$ cat src/rtl/fir_csa_scheduler_if.sv
// Stream, coefficient and carry-save-adder signals of the FIR tap scheduler.
// The slave modport is the scheduler's view; master is the surrounding datapath/environment.
interface fir_csa_scheduler_if #(
    parameter int DW = 16,
    parameter int CW = 16,
    parameter int AW = 4
);
    logic          in_valid;
    logic          in_ready;
    logic [DW-1:0] in_data;
    logic          coef_we;
    logic [AW-1:0] coef_addr;
    logic [CW-1:0] coef_wdata;
    logic [31:0]   csa_a;
    logic [31:0]   csa_b;
    logic [31:0]   csa_c;
    logic [31:0]   csa_sum;
    logic          out_valid;
    logic          out_ready;
    logic [31:0]   out_data;

    modport master (
        output in_valid, in_data, coef_we, coef_addr, coef_wdata, csa_sum, out_ready,
        input  in_ready, csa_a, csa_b, csa_c, out_valid, out_data
    );

    modport slave (
        input  in_valid, in_data, coef_we, coef_addr, coef_wdata, csa_sum, out_ready,
        output in_ready, csa_a, csa_b, csa_c, out_valid, out_data
    );
endinterface

$ cat src/rtl/fir_csa_scheduler.sv
// Time-multiplexed FIR: owns delay line and coefficients, feeds two tap products per
// cycle into one external 3-operand carry-save adder, one result per accepted sample.
module fir_csa_scheduler #(
    parameter int TAPS = 16,
    parameter int DW   = 16,
    parameter int CW   = 16
) (
    input  logic                  clk,
    input  logic                  rst_n,
    output logic                  busy,
    fir_csa_scheduler_if.slave    bus
);
    localparam int AW = (TAPS > 1) ? $clog2(TAPS) : 1;
    localparam int PW = DW + CW;

    typedef enum logic [1:0] {
        IDLE  = 2'd0,
        ACCUM = 2'd1,
        DONE  = 2'd2
    } state_t;

    state_t               state_r;
    state_t               state_nx_s;
    logic signed [DW-1:0] x_r [TAPS];
    logic signed [CW-1:0] h_r [TAPS];
    logic [31:0]          acc_r;
    logic [31:0]          out_data_r;
    logic                 out_valid_r;
    // Holds the even tap index 2*pair, so the odd partner is just the LSB set.
    logic [AW-1:0]        tap_idx_r;
    logic [AW-1:0]        odd_idx_s;
    logic signed [PW-1:0] prod_even_s;
    logic signed [PW-1:0] prod_odd_s;
    logic [31:0]          csa_a_s;
    logic [31:0]          csa_b_s;
    logic [31:0]          csa_c_s;
    logic                 accept_s;
    logic                 last_pass_s;

    assign odd_idx_s   = tap_idx_r | AW'(1);
    assign prod_even_s = h_r[tap_idx_r] * x_r[tap_idx_r];
    assign prod_odd_s  = h_r[odd_idx_s] * x_r[odd_idx_s];
    assign accept_s    = bus.in_valid & (state_r == IDLE);
    assign last_pass_s = (tap_idx_r == AW'(TAPS - 2));

    assign bus.in_ready  = (state_r == IDLE);
    assign busy          = (state_r != IDLE);
    assign bus.out_valid = out_valid_r;
    assign bus.out_data  = out_data_r;
    assign bus.csa_a     = csa_a_s;
    assign bus.csa_b     = csa_b_s;
    assign bus.csa_c     = csa_c_s;

    // Next-state decode and adder operand steering.
    always_comb begin
        state_nx_s = state_r;
        csa_a_s    = 32'd0;
        csa_b_s    = 32'd0;
        csa_c_s    = 32'd0;
        case (state_r)
            IDLE: begin
                if (accept_s) state_nx_s = ACCUM;
                else          state_nx_s = IDLE;
            end
            ACCUM: begin
                csa_a_s = acc_r;
                csa_b_s = 32'(prod_even_s);
                csa_c_s = 32'(prod_odd_s);
                if (last_pass_s) state_nx_s = DONE;
                else             state_nx_s = ACCUM;
            end
            DONE: begin
                if (bus.out_ready) state_nx_s = IDLE;
                else               state_nx_s = DONE;
            end
            default: state_nx_s = IDLE;
        endcase
    end

    // FSM state register.
    always_ff @(posedge clk) begin
        if (!rst_n) state_r <= IDLE;
        else        state_r <= state_nx_s;
    end

    // Delay line, coefficient bank, accumulator and result register.
    always_ff @(posedge clk) begin
        if (!rst_n) begin
            for (int k = 0; k < TAPS; k++) begin
                x_r[k] <= '0;
                h_r[k] <= '0;
            end
            acc_r       <= 32'd0;
            tap_idx_r   <= '0;
            out_valid_r <= 1'b0;
            out_data_r  <= 32'd0;
        end else begin
            case (state_r)
                IDLE: begin
                    if (bus.coef_we) h_r[bus.coef_addr] <= $signed(bus.coef_wdata);
                    if (accept_s) begin
                        for (int k = 1; k < TAPS; k++) x_r[k] <= x_r[k-1];
                        x_r[0]    <= $signed(bus.in_data);
                        acc_r     <= 32'd0;
                        tap_idx_r <= '0;
                    end
                end
                ACCUM: begin
                    acc_r     <= bus.csa_sum;
                    tap_idx_r <= tap_idx_r + AW'(2);
                    if (last_pass_s) begin
                        out_valid_r <= 1'b1;
                        out_data_r  <= bus.csa_sum;
                    end
                end
                DONE: begin
                    if (bus.out_ready) out_valid_r <= 1'b0;
                end
                default: out_valid_r <= 1'b0;
            endcase
        end
    end
endmodule
$ cat src/flat_wrapper.sv
// flat-port wrapper written by rule: the top's interface ports become plain ports
module fir_csa_scheduler_flat 
#(
    parameter int TAPS = 16,
    parameter int DW   = 16,
    parameter int CW   = 16
)
  (clk, rst_n, busy, bus_in_valid, bus_in_data, bus_coef_we, bus_coef_addr, bus_coef_wdata, bus_csa_sum, bus_out_ready, bus_in_ready, bus_csa_a, bus_csa_b, bus_csa_c, bus_out_valid, bus_out_data);
  fir_csa_scheduler_if #(.DW(DW), .CW(CW)) bus_i ();
  input  logic clk;
  input  logic rst_n;
  output logic busy;
  input wire logic [$bits(bus_i.in_valid)-1:0] bus_in_valid;
  input wire logic [$bits(bus_i.in_data)-1:0] bus_in_data;
  input wire logic [$bits(bus_i.coef_we)-1:0] bus_coef_we;
  input wire logic [$bits(bus_i.coef_addr)-1:0] bus_coef_addr;
  input wire logic [$bits(bus_i.coef_wdata)-1:0] bus_coef_wdata;
  input wire logic [$bits(bus_i.csa_sum)-1:0] bus_csa_sum;
  input wire logic [$bits(bus_i.out_ready)-1:0] bus_out_ready;
  output wire logic [$bits(bus_i.in_ready)-1:0] bus_in_ready;
  output wire logic [$bits(bus_i.csa_a)-1:0] bus_csa_a;
  output wire logic [$bits(bus_i.csa_b)-1:0] bus_csa_b;
  output wire logic [$bits(bus_i.csa_c)-1:0] bus_csa_c;
  output wire logic [$bits(bus_i.out_valid)-1:0] bus_out_valid;
  output wire logic [$bits(bus_i.out_data)-1:0] bus_out_data;
  assign bus_i.in_valid = bus_in_valid;
  assign bus_i.in_data = bus_in_data;
  assign bus_i.coef_we = bus_coef_we;
  assign bus_i.coef_addr = bus_coef_addr;
  assign bus_i.coef_wdata = bus_coef_wdata;
  assign bus_i.csa_sum = bus_csa_sum;
  assign bus_i.out_ready = bus_out_ready;
  assign bus_in_ready = bus_i.in_ready;
  assign bus_csa_a = bus_i.csa_a;
  assign bus_csa_b = bus_i.csa_b;
  assign bus_csa_c = bus_i.csa_c;
  assign bus_out_valid = bus_i.out_valid;
  assign bus_out_data = bus_i.out_data;
  fir_csa_scheduler #(.TAPS(TAPS), .DW(DW), .CW(CW)) u_core (.clk(clk), .rst_n(rst_n), .busy(busy), .bus(bus_i));
endmodule
$ cat config.mk
export PLATFORM = sky130hd
export DESIGN_NAME = fir_csa_scheduler_flat
export DESIGN_NICKNAME = d
export VERILOG_FILES = /design/src/rtl/fir_csa_scheduler_if.sv /design/src/rtl/fir_csa_scheduler.sv /design/src/flat_wrapper.sv
export SDC_FILE = /design/constraint.sdc
export NUM_CORES = 2
export LEC_CHECK = 0
export BUFFER_PORTS_ARGS = -buffer_cell sky130_fd_sc_hd__buf_4
export CORE_ASPECT_RATIO = 1.25
export CORE_MARGIN = 2
export CORE_UTILIZATION = 40
export CTS_BUF_LIST = sky130_fd_sc_hd__clkbuf_4 sky130_fd_sc_hd__clkbuf_8
export DETAILED_ROUTE_END_ITERATION = 12
export HOLD_SLACK_MARGIN = 0.03
export PLACE_DENSITY = 0.58
export SLEW_MARGIN = 20
export SYNTH_ARGS = -nofsm -noshare
export SYNTH_HDL_FRONTEND = slang
export SYNTH_SLANG_ARGS = --single-unit
$ cat constraint.sdc
create_clock -name clk -period 9.29 [get_ports clk]
set_input_delay 1.3935 -clock clk [delete_from_list [all_inputs] [get_ports clk]]
set_output_delay 1.3935 -clock clk [all_outputs]
set_load 0.01 [all_outputs]
==> results.cfg <==
[placement]
place.port_buffers = 203
hpwlAfterDp_um = 92110
post-place-cells = 5873
routabilityCongestion = 0.8982
dpl_worst_slack_ns = 0.1373

[min_path]
min_delay_startpoint = u_core.bus.out_data[17]
worst_hold_path.num_cells = 2
worstHoldEndpoint = u_core.bus.out_data[17]
min-delay-path-class = reg2reg

[timing]
slew-limit-headroom = 0.2547
final_critical_path_setup_slack_ns = -0.03072
period_needed_ns = 9.321
skew_ns = 0.02887
timing.final.setup_violations = 2
unrepaired_setup_endpoints_after_global_routing = yes
maxClockFrequency_ghz = 0.1073
worstMarginPinSlew_ns = 1.114
final_max_slew_viol_count = 0
final_min_period_over_clock_period = 1.003
timing.final.hold_violations = 0

[finish]
layout.cells.non_filler = 6193
final_net_count = 5412
layout_cells_sized_above_1 = 0.2415
area_growth_syn_to_layout_pct = 20.84

[floorplanning]
ios = 204
floorplan.die.height_um = 381.7
start_util = 0.4031
core_area_sq_um = 113300
std_cell_rows = 138
chipWidth_um = 306.2
die_footprint_sq_um = 116900

[critical_path]
worst_r2r_endpoint = u_core.x_r[5][12]
critical_path.top_delay_family = adder cells
critPathRequiredTime_ns = 7.90
timing.rr.start = u_core.state_r[0]
ff2ff_path_depth = 5
worst_path_max_delay_cell = sky130_fd_sc_hd__fa_1
r2r_slack_ns = 6.08
cp_num_buf_inv = 8
critical_path.max_stage_delay_ns = 0.62
timing.critical_path.to_type = output pin
path_max_fanout = 7
cp_data_arrival_time_ns = 7.93
timing.critical_path.from_type = register
setup.worst_path.class = reg2out
critPathMostFrequentCell = sky130_fd_sc_hd__fa_1

[synth]
syn-cell-area_sq_um = 45660
synth-seq-cells = 587
nets_in_the_synthesized_netlist = 4963
post_synth_inst_count = 4201
synthArstFlopShare = 0
synth.yosys.warnings = 0
synth_area_per_cell_sq_um = 10.87
synth-edff-count = 416
synth-seq-area-share = 0.3486
synthFlopType = sky130_fd_sc_hd__edfxtp_1
synth_cell_types = 75

[run_status]
status = finished, violations left
failed_checks = negative setup slack

[clock_network]
tritoncts = done
cts.hold.buffers_added = 0
clk-insertion-delay-late_ns = 0.69
clockBufferDepth = 3
cts_root_buf = sky130_fd_sc_hd__clkbuf_8
cts_htree_levels = 3
cts.reportedPaths.clkPinSlew_ns = 0.06
cts_sinks = 587
tritoncts.num_buffers = 85

[drt]
drt-initial-drc-count = 1880
post_drt_wl_per_cell_um = 20.54
vias = 31810
number_of_antenna_violating_nets_in_the_routed_design = 0
avgViaCountPerCell = 5.136
wl_um = 127200
drt_pre_antenna_iters = 5
drt_drc_violations_left = 0

[grt]
track_usage = 0.2176
grt_max_degree = 128
global_route_wire_length_before_repair_um = 197100
vias_in_the_first_global_route = 33660
grt_antenna_before_repair = 2
overflow_left_after_global_routing = 0

[job]
maxCapViolCount = 0
==> cells in the mapped netlist (18+ instances only) <==
cell type | count | area [sq um]
sky130_fd_sc_hd__inv_1 | 605 | 2271
sky130_fd_sc_hd__mux4_2 | 66 | 1486
sky130_fd_sc_hd__a21o_1 | 18 | 135.1
sky130_fd_sc_hd__a21boi_0 | 34 | 255.2
sky130_fd_sc_hd__mux2i_1 | 147 | 1471
sky130_fd_sc_hd__and2_1 | 489 | 3059
sky130_fd_sc_hd__dfxtp_1 | 171 | 3423
sky130_fd_sc_hd__nor2b_1 | 38 | 237.7
sky130_fd_sc_hd__clkbuf_1 | 109 | 409.1
sky130_fd_sc_hd__nor2_1 | 356 | 1336
sky130_fd_sc_hd__mux2_2 | 27 | 304.0
sky130_fd_sc_hd__nand2_1 | 381 | 1430
sky130_fd_sc_hd__o21ai_0 | 40 | 200.2
sky130_fd_sc_hd__ha_1 | 165 | 2064
sky130_fd_sc_hd__xor2_1 | 24 | 210.2
sky130_fd_sc_hd__edfxtp_1 | 416 | 12490
sky130_fd_sc_hd__nand2b_1 | 29 | 181.4
sky130_fd_sc_hd__xnor2_1 | 43 | 376.6
sky130_fd_sc_hd__a22oi_1 | 32 | 240.2
sky130_fd_sc_hd__a22o_1 | 119 | 1042
sky130_fd_sc_hd__a21oi_1 | 70 | 350.3
sky130_fd_sc_hd__a221oi_1 | 31 | 271.5
sky130_fd_sc_hd__fa_1 | 524 | 10490
sky130_fd_sc_hd__buf_2 | 55 | 275.3
==> registers in the layout, indices dropped and copies added (netlist names), named ones only <==
signal and cells:
u_core.acc_r 32, u_core.bus.out_data 32, u_core.bus.out_valid 1, u_core.h_r 256
u_core.state_r 2, u_core.tap_idx_r 4, u_core.x_r 256
==> worst max path at each step <==
stage,to,slack [ns],cells after the start
5_1_grt,bus_csa_b[29],-0.37,30
6_report,bus_csa_b[29],-0.03,28
4_1_cts,bus_csa_b[31],-0.06,32
3_3_place_gp,bus_csa_b[29],0.23,31
2_1_floorplan,bus_csa_b[29],0.83,27
3_5_place_dp,bus_csa_b[28],0.14,29
==> per-layer routing <==
| layer | track usage | part of all wire | vias up |
|---|---|---|---|
| met5 | 0 | 0 | - |
| met4 | 0.06572 | 0.029 | 0 |
| met3 | 0.03602 | 0.054 | 186 |
| met2 | 0.3810 | 0.50 | 814 |
| met1 | 0.2756 | 0.42 | 16230 |
| li1 | - | - | 14580 |
==> worst register-to-register path, cell delays in order, from the launching register on <==
cell	delay [ns]
sky130_fd_sc_hd__dfxtp_1	0.38
sky130_fd_sc_hd__nor2_1	0.41
sky130_fd_sc_hd__nand2_1	0.18
sky130_fd_sc_hd__and2_4	0.38
sky130_fd_sc_hd__inv_6	0.69
sky130_fd_sc_hd__buf_6	0.72
==> cells by family (layout without fill, tap and decap cells) <==
group | count (synthesis) | after routing | synth area share
compound gates | 438 | 438 | 0.07246
xor+xnor | 67 | 67 | 0.01285
mux | 240 | 241 | 0.07145
fa+ha+maj | 689 | 689 | 0.2750
other cells | 0 | 3 | 0
buf+inv | 815 | 1333 | 0.07279
flops | 587 | 587 | 0.3486
simple gates | 1365 | 1365 | 0.1469
==> per-stage QoR <==
step | instance area [sq um] | hold WS [ns] | TNS, ns | utilization
floorplan | 45660 | 0.4340 | 0 | -
global route | 55160 | 0.4789 | -4.047 | 0.4870
global placement | 49810 | 0.4479 | 0 | 0.4398
CTS | 53770 | 0.4667 | -0.1845 | 0.4747
finish | 55170 | 0.4634 | -0.04095 | 0.4871
detailed placement | 49820 | 0.4502 | 0 | 0.4398
==> timing repair <==
item	CTS	global route
buffers inserted	80	71
pin swaps	72	125
endpoints found under the setup margin	31	30
gates resized for setup	252	193
gates cloned	11	2
==> area by class of cell <==
type	count	area, sq um
multi-input cells	2800	28090
fillers	10390	58100
clock buffers	125	1520
diodes	3	7.507
repair buffers	568	5243
clock inverters	32	226.5
inverters	608	2315
flip-flops and latches	587	15930
well taps	1470	1839
==> layout by cell type, fill, tap and decap left out, types with 15 or more instances in the layout <==
master,count
sky130_fd_sc_hd__mux2_4,15
sky130_fd_sc_hd__a21o_1,18
sky130_fd_sc_hd__nand2b_1,26
sky130_fd_sc_hd__buf_6,52
sky130_fd_sc_hd__ha_1,140
sky130_fd_sc_hd__clkbuf_8,93
sky130_fd_sc_hd__nand2_2,16
sky130_fd_sc_hd__a21boi_0,34
sky130_fd_sc_hd__a22oi_2,19
sky130_fd_sc_hd__buf_4,462
sky130_fd_sc_hd__nand2_1,363
sky130_fd_sc_hd__fa_1,497
sky130_fd_sc_hd__mux4_2,66
sky130_fd_sc_hd__xor2_1,23
sky130_fd_sc_hd__o21ai_0,22
sky130_fd_sc_hd__fa_2,27
sky130_fd_sc_hd__and2_1,486
sky130_fd_sc_hd__clkbuf_4,32
sky130_fd_sc_hd__inv_1,579
sky130_fd_sc_hd__edfxtp_1,416
sky130_fd_sc_hd__a21oi_1,35
sky130_fd_sc_hd__dfxtp_1,167
sky130_fd_sc_hd__o21ai_1,16
sky130_fd_sc_hd__nor2_1,331
sky130_fd_sc_hd__buf_12,32
sky130_fd_sc_hd__ha_4,23
sky130_fd_sc_hd__a22o_1,119
sky130_fd_sc_hd__o21ai_2,16
sky130_fd_sc_hd__a221oi_2,26
sky130_fd_sc_hd__mux2i_1,130
sky130_fd_sc_hd__nor2b_1,34
sky130_fd_sc_hd__nor2_2,23
sky130_fd_sc_hd__inv_2,21
sky130_fd_sc_hd__xnor2_1,41
sky130_fd_sc_hd__a21oi_2,27
Power is left out: the tool's default activity adds up to more than one toggle a clock period on the data nets, which glitch-free logic cannot reach.
